**src/rtl/tagger_tab_commit.sv**
```systemverilog
// Double-buffered tagger partition table.
// Shadow writes are copied to the active bank after a quiescent drain.
module tagger_tab_commit #(
  parameter int unsigned NUM_PART      = 4,
  parameter int unsigned PATID_LEN     = 8,
  parameter int unsigned ADDR_W        = 48,
  parameter int unsigned GRAN_LOG2     = 2,
  parameter int unsigned MAX_OUTST     = 16,
  parameter int unsigned DRAIN_TIMEOUT = 1024
) (
  input  logic                                clk_i,
  input  logic                                rst_ni,
  input  logic                                cfg_we_i,
  input  logic [$clog2(NUM_PART)-1:0]         cfg_idx_i,
  input  logic [ADDR_W-GRAN_LOG2-1:0]         cfg_addr_i,
  input  logic [PATID_LEN-1:0]                cfg_patid_i,
  input  logic [1:0]                          cfg_conf_i,
  input  logic                                cfg_valid_i,
  output logic                                cfg_err_o,
  input  logic                                commit_req_i,
  output logic                                commit_busy_o,
  output logic                                commit_done_o,
  output logic                                commit_timeout_o,
  input  logic                                txn_start_i,
  input  logic                                txn_end_i,
  output logic                                stall_o,
  output logic [$clog2(MAX_OUTST+1)-1:0]      outstanding_o,
  output logic [NUM_PART*ADDR_W-1:0]          tab_addr_o,
  output logic [NUM_PART*PATID_LEN-1:0]       tab_patid_o,
  output logic [NUM_PART*2-1:0]               tab_conf_o,
  output logic [NUM_PART-1:0]                 tab_valid_o
);

  localparam int unsigned IDX_W = $clog2(NUM_PART);
  localparam int unsigned CNT_W = $clog2(MAX_OUTST+1);
  localparam int unsigned GA_W  = ADDR_W - GRAN_LOG2;
  localparam int unsigned TO_W  =
    (DRAIN_TIMEOUT > 1) ? $clog2(DRAIN_TIMEOUT) : 1;

  localparam logic [IDX_W:0]   NP_V  = (IDX_W+1)'(NUM_PART);
  localparam logic [CNT_W-1:0] MAX_V = CNT_W'(MAX_OUTST);
  localparam logic [TO_W-1:0]  TO_LAST =
    TO_W'((DRAIN_TIMEOUT == 0) ? 0 : DRAIN_TIMEOUT - 1);

  typedef enum logic [1:0] {
    IDLE,
    DRAIN,
    SWAP
  } state_e;

  state_e           state_q;
  logic [TO_W-1:0]  to_cnt_q;
  logic             to_flag_q;
  logic [CNT_W-1:0] cnt_q;
  logic             idx_ok;
  logic             wr_ok;
  logic             to_hit;

  logic [GA_W-1:0]      sh_addr  [NUM_PART];
  logic [PATID_LEN-1:0] sh_patid [NUM_PART];
  logic [1:0]           sh_conf  [NUM_PART];
  logic                 sh_valid [NUM_PART];

  logic [GA_W-1:0]      ac_addr  [NUM_PART];
  logic [PATID_LEN-1:0] ac_patid [NUM_PART];
  logic [1:0]           ac_conf  [NUM_PART];
  logic                 ac_valid [NUM_PART];

  assign idx_ok = ({1'b0, cfg_idx_i} < NP_V);
  assign wr_ok  = cfg_we_i && idx_ok && (state_q == IDLE);
  assign to_hit = (DRAIN_TIMEOUT != 0) && (to_cnt_q == TO_LAST);

  assign stall_o       = (state_q != IDLE);
  assign commit_busy_o = (state_q != IDLE);
  assign outstanding_o = cnt_q;

  always_ff @(posedge clk_i or negedge rst_ni) begin
    if (!rst_ni) begin
      cnt_q <= '0;
    end else begin
      unique case (1'b1)
        txn_start_i && !txn_end_i: begin
          if (cnt_q != MAX_V) cnt_q <= cnt_q + 1'b1;
        end
        txn_end_i && !txn_start_i: begin
          if (cnt_q != '0) cnt_q <= cnt_q - 1'b1;
        end
        default: ;
      endcase
    end
  end

  always_ff @(posedge clk_i or negedge rst_ni) begin
    if (!rst_ni) begin
      state_q          <= IDLE;
      to_cnt_q         <= '0;
      to_flag_q        <= 1'b0;
      commit_done_o    <= 1'b0;
      commit_timeout_o <= 1'b0;
    end else begin
      commit_done_o    <= 1'b0;
      commit_timeout_o <= 1'b0;
      unique case (state_q)
        IDLE: begin
          if (commit_req_i) begin
            state_q  <= DRAIN;
            to_cnt_q <= '0;
          end
        end
        DRAIN: begin
          if (cnt_q == '0) begin
            state_q <= SWAP;
          end else if (to_hit) begin
            state_q   <= SWAP;
            to_flag_q <= 1'b1;
          end else begin
            to_cnt_q <= to_cnt_q + 1'b1;
          end
        end
        SWAP: begin
          commit_done_o    <= 1'b1;
          commit_timeout_o <= to_flag_q;
          to_flag_q        <= 1'b0;
          state_q          <= IDLE;
        end
        default: state_q <= IDLE;
      endcase
    end
  end

  always_ff @(posedge clk_i or negedge rst_ni) begin
    if (!rst_ni) begin
      cfg_err_o <= 1'b0;
    end else begin
      cfg_err_o <= cfg_we_i && !wr_ok;
    end
  end

  always_ff @(posedge clk_i or negedge rst_ni) begin
    if (!rst_ni) begin
      for (int i = 0; i < NUM_PART; i++) begin
        sh_addr[i]  <= '0;
        sh_patid[i] <= '0;
        sh_conf[i]  <= '0;
        sh_valid[i] <= 1'b0;
      end
    end else begin
      for (int i = 0; i < NUM_PART; i++) begin
        if (wr_ok && (cfg_idx_i == IDX_W'(i))) begin
          sh_addr[i]  <= cfg_addr_i;
          sh_patid[i] <= cfg_patid_i;
          sh_conf[i]  <= cfg_conf_i;
          sh_valid[i] <= cfg_valid_i;
        end
      end
    end
  end

  // Whole-bank copy on the SWAP exit edge keeps the tag-match view atomic.
  always_ff @(posedge clk_i or negedge rst_ni) begin
    if (!rst_ni) begin
      for (int i = 0; i < NUM_PART; i++) begin
        ac_addr[i]  <= '0;
        ac_patid[i] <= '0;
        ac_conf[i]  <= '0;
        ac_valid[i] <= 1'b0;
      end
    end else if (state_q == SWAP) begin
      for (int i = 0; i < NUM_PART; i++) begin
        ac_addr[i]  <= sh_addr[i];
        ac_patid[i] <= sh_patid[i];
        ac_conf[i]  <= sh_conf[i];
        ac_valid[i] <= sh_valid[i];
      end
    end
  end

  for (genvar g = 0; g < NUM_PART; g++) begin : g_out
    assign tab_addr_o[g*ADDR_W +: ADDR_W] =
      ADDR_W'(ac_addr[g]) << GRAN_LOG2;
    assign tab_patid_o[g*PATID_LEN +: PATID_LEN] = ac_patid[g];
    assign tab_conf_o[g*2 +: 2] = ac_conf[g];
    assign tab_valid_o[g] = ac_valid[g];
  end

endmodule

```
**config.mk**
```make
export PLATFORM = sky130hd
export DESIGN_NAME = tagger_tab_commit
export DESIGN_NICKNAME = d
export VERILOG_FILES = /design/src/rtl/tagger_tab_commit.sv
export SDC_FILE = /design/constraint.sdc
export NUM_CORES = 1
export LEC_CHECK = 0
export CAP_MARGIN = 10
export CORE_MARGIN = 2
export CORE_UTILIZATION = 48
export CTS_CLUSTER_DIAMETER = 80
export DETAILED_ROUTE_END_ITERATION = 12
export GPL_ROUTABILITY_DRIVEN = 0
export PLACE_DENSITY = 0.77
export RECOVER_POWER = 50
export REMOVE_ABC_BUFFERS = 1
export SYNTH_ARGS = -nofsm -noshare
export SYNTH_HDL_FRONTEND = slang
export SYNTH_SLANG_ARGS = --single-unit
```
**constraint.sdc**
```tcl
create_clock -name clk_i -period 2 [get_ports clk_i]
set_input_delay 0.4 -clock clk_i [delete_from_list [all_inputs] [get_ports clk_i]]
set_output_delay 0.4 -clock clk_i [all_outputs]
set_load 0.02 [all_outputs]
```
==> run summary <==
The number of distinct library cells after synthesis was 51; the clock power share was 21.9%. The tools report the clock root buffer as sky130_fd_sc_hd__clkbuf_16. The run gives 3 as the initial antenna violation count.

Setup repair after global routing left no endpoint under its margin. The first detailed-routing pass took 7 iterations. Cells with a size suffix above 1 make up 19.8% of the layout. Of the total power, combinational logic draws 36.4%. The synthesized area divided by synthesized cell count was 11.5 sq um. The tools report the number of standard cells in the layout, taps in and fillers out as 2467. Summing the sequential cell areas from Yosys gives 65.2% of the chip area. In this run the remaining antenna-violating nets after routing total 0. The sum of negative setup slack was 0 ns. The count of endpoints failing hold in the final timing report was 0; the combined buffer and inverter count along the critical path was 1.

The run gives 39700 sq um as the total die area. The leakage component of the power is 12.5 nW. In this run the power density over the cells is 1730 nW/um^2. The switching power summed over all nets came out at 14.7 mW. The cell-internal power was 26.8 mW; the async set-or-reset flop fraction in the synthesized netlist was 100%. The number of cells after detailed placement is 2379. 311 I/O pins were placed. The first global-routing pass estimated 69400 microns of wire. Summed over all layers, the global routing overflow is 0. TritonCTS built the clock tree.

Synthesis inferred 477 register bits. The share of total power consumed by net switching works out to 35.3%. Timing analysis after detailed placement gives a worst setup slack of -0.804 ns. The biggest cell delay along the critical path was 0.63 ns. In the synthesized netlist the dominant register cell turns out to be sky130_fd_sc_hd__dfrtp_1. The kind of cell with the highest combined delay on the critical path was buffers and inverters. The final clock period utilization by the worst path works out to 98.1%.

Setup violations remaining at the end of the flow were counted as 0. The clock period could shrink to 1.96 ns. The clock passes through at most 3 buffers. The run gives 2 as the level count of the clock H-tree. STA classifies the critical path endpoint as a primary output.

The via count of the first global-routing pass came out at 13000. The tools report the number of rows in the core area as 71. After the first detailed-routing iteration, the DRC count stood at 758. Buffers placed on the I/O ports in this run total 302. The die span in y came out at 199 microns. The signal on the critical path passes through clkdlybuf4s50_1.

The tools report the effective utilization at floorplan as 48.7%. The flow ran to the end, and the final reports show no timing, DRC or antenna violations. After synthesis the cells add up to 18300 sq um.

Dividing the detail-routed wire length by the instance count gives 17.5 microns. The cell count along the critical path is 1, and the post-synthesis cell count is 1589. The routed layout has 12500 vias.

The die is 199 microns wide. Counting every sink on the clock net gives 477. Measured against its own limit, the worst slew margin works out to 29.4%. STA puts the critical path data required time at 1.60 ns. The placed instance area is 22300 sq um. For the worst setup path, the data arrival time is 1.56 ns. After layout, the worst setup slack is 0.0381 ns. The max-cap violation count is 0.

The logs give 0.510 GHz for the upper clock frequency limit and 0 for the number of warnings issued by yosys. The end-of-flow core utilization is 63.8%, and the actual transition at the worst max-transition pin is 1.06 ns. The largest fanout on the critical path is 2, and the count of fill cells added during filler insertion is 2841.

The final cell area excluding filler cells is 24000 sq um, and the total clock buffers created by CTS is 48. The clock transition time at the flip-flop clock pins of the worst setup and hold paths is 0.06 ns. The layout overhead on the synthesized area is 31.1%, and the worst reg-to-reg path cell count is 5. The wire-length estimate of the detail-placed layout is 28000 microns. The remaining routing DRC violations is 0. The min-delay analysis places its worst path in the category primary input to asynchronous set/reset pin. The number of nets in the layout is 1992, and the number of enable flip-flop cells after synthesis is 0.

The worst setup path is launched from a flop. The slowest library cell on the worst path was sky130_fd_sc_hd__clkdlybuf4s50_1. Clock latency on the worst-skew pair, taken at its later pin, is 0.58 ns. The via count normalized by instance count is 5.09, and the sequential share of power is 41.8%. The logs give 0 for the max-slew violation total from the final report and 104 for the largest net degree at the start of global routing. Power comes to 41.5 mW. After floorplanning, the core was sized to cover 37600 sq um. The worst vdd rail ir drop came out at 1.05 mV. Routed wire length: 43100 microns.

Across every metal layer, demand over resource in global routing totals 22.2%. The class of the most critical setup path is flop to primary output. Hold timing on the final database bottoms out at a slack of 0.306 ns. The run gives 0.0119 ns as the setup skew after layout.
[path summary, 6_finish.rpt]
check                                  end            start  slack [ns]
min in group clk_i         tab_patid_o[11]     sh_patid[19]        0.46
max reg2reg                   sh_addr[165]       state_q[1]        0.09
max in group asynchronous  tab_addr_o[149]           rst_ni        0.30
max                        tab_addr_o[121]  tab_addr_o[121]        0.04
min                         tab_addr_o[74]           rst_ni        0.31
min reg2reg                tab_patid_o[11]     sh_patid[19]        0.46
[metal layers]
layer | global-route usage (%) | part of all wire [%] | wire (microns)
met3 | 5.30 | 6.7 | 2900
met4 | 6.03 | 2.0 | 859
met5 | 0 | 0.058 | 25
met1 | 30.0 | 43 | 18600
met2 | 36.0 | 48 | 20800
[cell usage in the layout (no fill, tap or decap), types with 3 or more instances in the layout]
| cell | count |
|---|---|
| sky130_fd_sc_hd__mux2_1 | 7 |
| sky130_fd_sc_hd__and2_1 | 3 |
| sky130_fd_sc_hd__conb_1 | 8 |
| sky130_fd_sc_hd__buf_12 | 20 |
| sky130_fd_sc_hd__dfrtp_1 | 475 |
| sky130_fd_sc_hd__a21oi_1 | 4 |
| sky130_fd_sc_hd__mux2_2 | 222 |
| sky130_fd_sc_hd__clkbuf_16 | 50 |
| sky130_fd_sc_hd__dlygate4sd2_1 | 75 |
| sky130_fd_sc_hd__clkbuf_8 | 14 |
| sky130_fd_sc_hd__ha_1 | 4 |
| sky130_fd_sc_hd__buf_4 | 36 |
| sky130_fd_sc_hd__o21ai_0 | 3 |
| sky130_fd_sc_hd__clkinv_2 | 6 |
| sky130_fd_sc_hd__a41oi_1 | 3 |
| sky130_fd_sc_hd__and3_1 | 4 |
| sky130_fd_sc_hd__nand3_1 | 3 |
| sky130_fd_sc_hd__clkdlybuf4s50_1 | 167 |
| sky130_fd_sc_hd__buf_2 | 3 |
| sky130_fd_sc_hd__inv_1 | 6 |
| sky130_fd_sc_hd__nor2_1 | 8 |
| sky130_fd_sc_hd__o31ai_1 | 13 |
| sky130_fd_sc_hd__nand2_1 | 696 |
| sky130_fd_sc_hd__inv_6 | 4 |
| sky130_fd_sc_hd__clkbuf_1 | 8 |
| sky130_fd_sc_hd__dlymetal6s2s_1 | 57 |
[what timing repair did]
item,CTS,global route
endpoints found under the setup margin,77,69
hold endpoints to repair,37,0
setup buffers,1,1
hold buffers,1,0
gates resized for setup,90,64
pin swaps,1,1
[power by group through the flow]
stage / Sequential [mW] / Clock (mW) / Combinational, mW
after detailed placement: 17.4 / 0 / 15.8
after CTS: 17.3 / 9.26 / 15.4
after global placement: 17.3 / 0 / 15.3
after floorplan: 19.7 / 0 / 5.73
after global routing: 17.9 / 9.68 / 16.4
final: 17.3 / 9.06 / 15.1
[cell type report]
class                   instances  area (sq um)  area share (%)
multi-input cells            1020          5970            24.9
clock buffers                  69          1460            6.10
well taps                     511           639            2.67
clock inverters                14           148           0.616
diodes                          2          5.00          0.0209
repair buffers                367          3790            15.8
inverters                       7          31.3           0.130
flip-flops and latches        477         11900            49.8
[synthesized netlist by cell type, types with 2 or more instances]
cell type | number | share of area, %
sky130_fd_sc_hd__nand2_1 | 696 | 14
sky130_fd_sc_hd__nand3_1 | 4 | 0.11
sky130_fd_sc_hd__ha_1 | 6 | 0.41
sky130_fd_sc_hd__inv_1 | 6 | 0.12
sky130_fd_sc_hd__nor2_1 | 9 | 0.18
sky130_fd_sc_hd__and2_1 | 3 | 0.10
sky130_fd_sc_hd__o21ai_1 | 2 | 0.055
sky130_fd_sc_hd__o21ai_0 | 3 | 0.082
sky130_fd_sc_hd__and3b_1 | 2 | 0.096
sky130_fd_sc_hd__nand2b_1 | 2 | 0.068
sky130_fd_sc_hd__xor2_1 | 2 | 0.096
sky130_fd_sc_hd__buf_4 | 15 | 0.62
sky130_fd_sc_hd__buf_6 | 3 | 0.18
sky130_fd_sc_hd__nor3b_2 | 2 | 0.14
sky130_fd_sc_hd__mux2_1 | 7 | 0.43
sky130_fd_sc_hd__a41oi_1 | 3 | 0.14
sky130_fd_sc_hd__a21oi_1 | 4 | 0.11
sky130_fd_sc_hd__clkbuf_1 | 37 | 0.76
sky130_fd_sc_hd__and3_1 | 4 | 0.14
sky130_fd_sc_hd__a2111oi_0 | 2 | 0.096
sky130_fd_sc_hd__buf_2 | 36 | 0.98
sky130_fd_sc_hd__mux2_2 | 223 | 14
sky130_fd_sc_hd__xnor2_1 | 2 | 0.096
sky130_fd_sc_hd__dfrtp_1 | 477 | 65
sky130_fd_sc_hd__o31ai_1 | 13 | 0.53
[sequential cells by signal, indices dropped and copies added, names as in the netlist, 2 cells and up]
name           flops
sh_addr          184
tab_addr_o       184
sh_patid          32
tab_patid_o       32
to_cnt_q          10
sh_conf            8
tab_conf_o         8
outstanding_o      5
sh_valid           4
tab_valid_o        4
state_q            2
[cell families (layout without fill, tap and decap cells)]
logic type | count (synthesis) | count (layout) | share of synthesized area (%)
other cells | 1 | 10 | 0.0205
simple gates | 732 | 732 | 15.6
flops | 477 | 477 | 65.2
buf+inv | 99 | 457 | 2.71
compound gates | 40 | 40 | 1.69
fa+ha+maj | 6 | 6 | 0.410
xor+xnor | 4 | 4 | 0.191
mux | 230 | 230 | 14.2
Note: power is estimated with default switching activity, not from simulation.
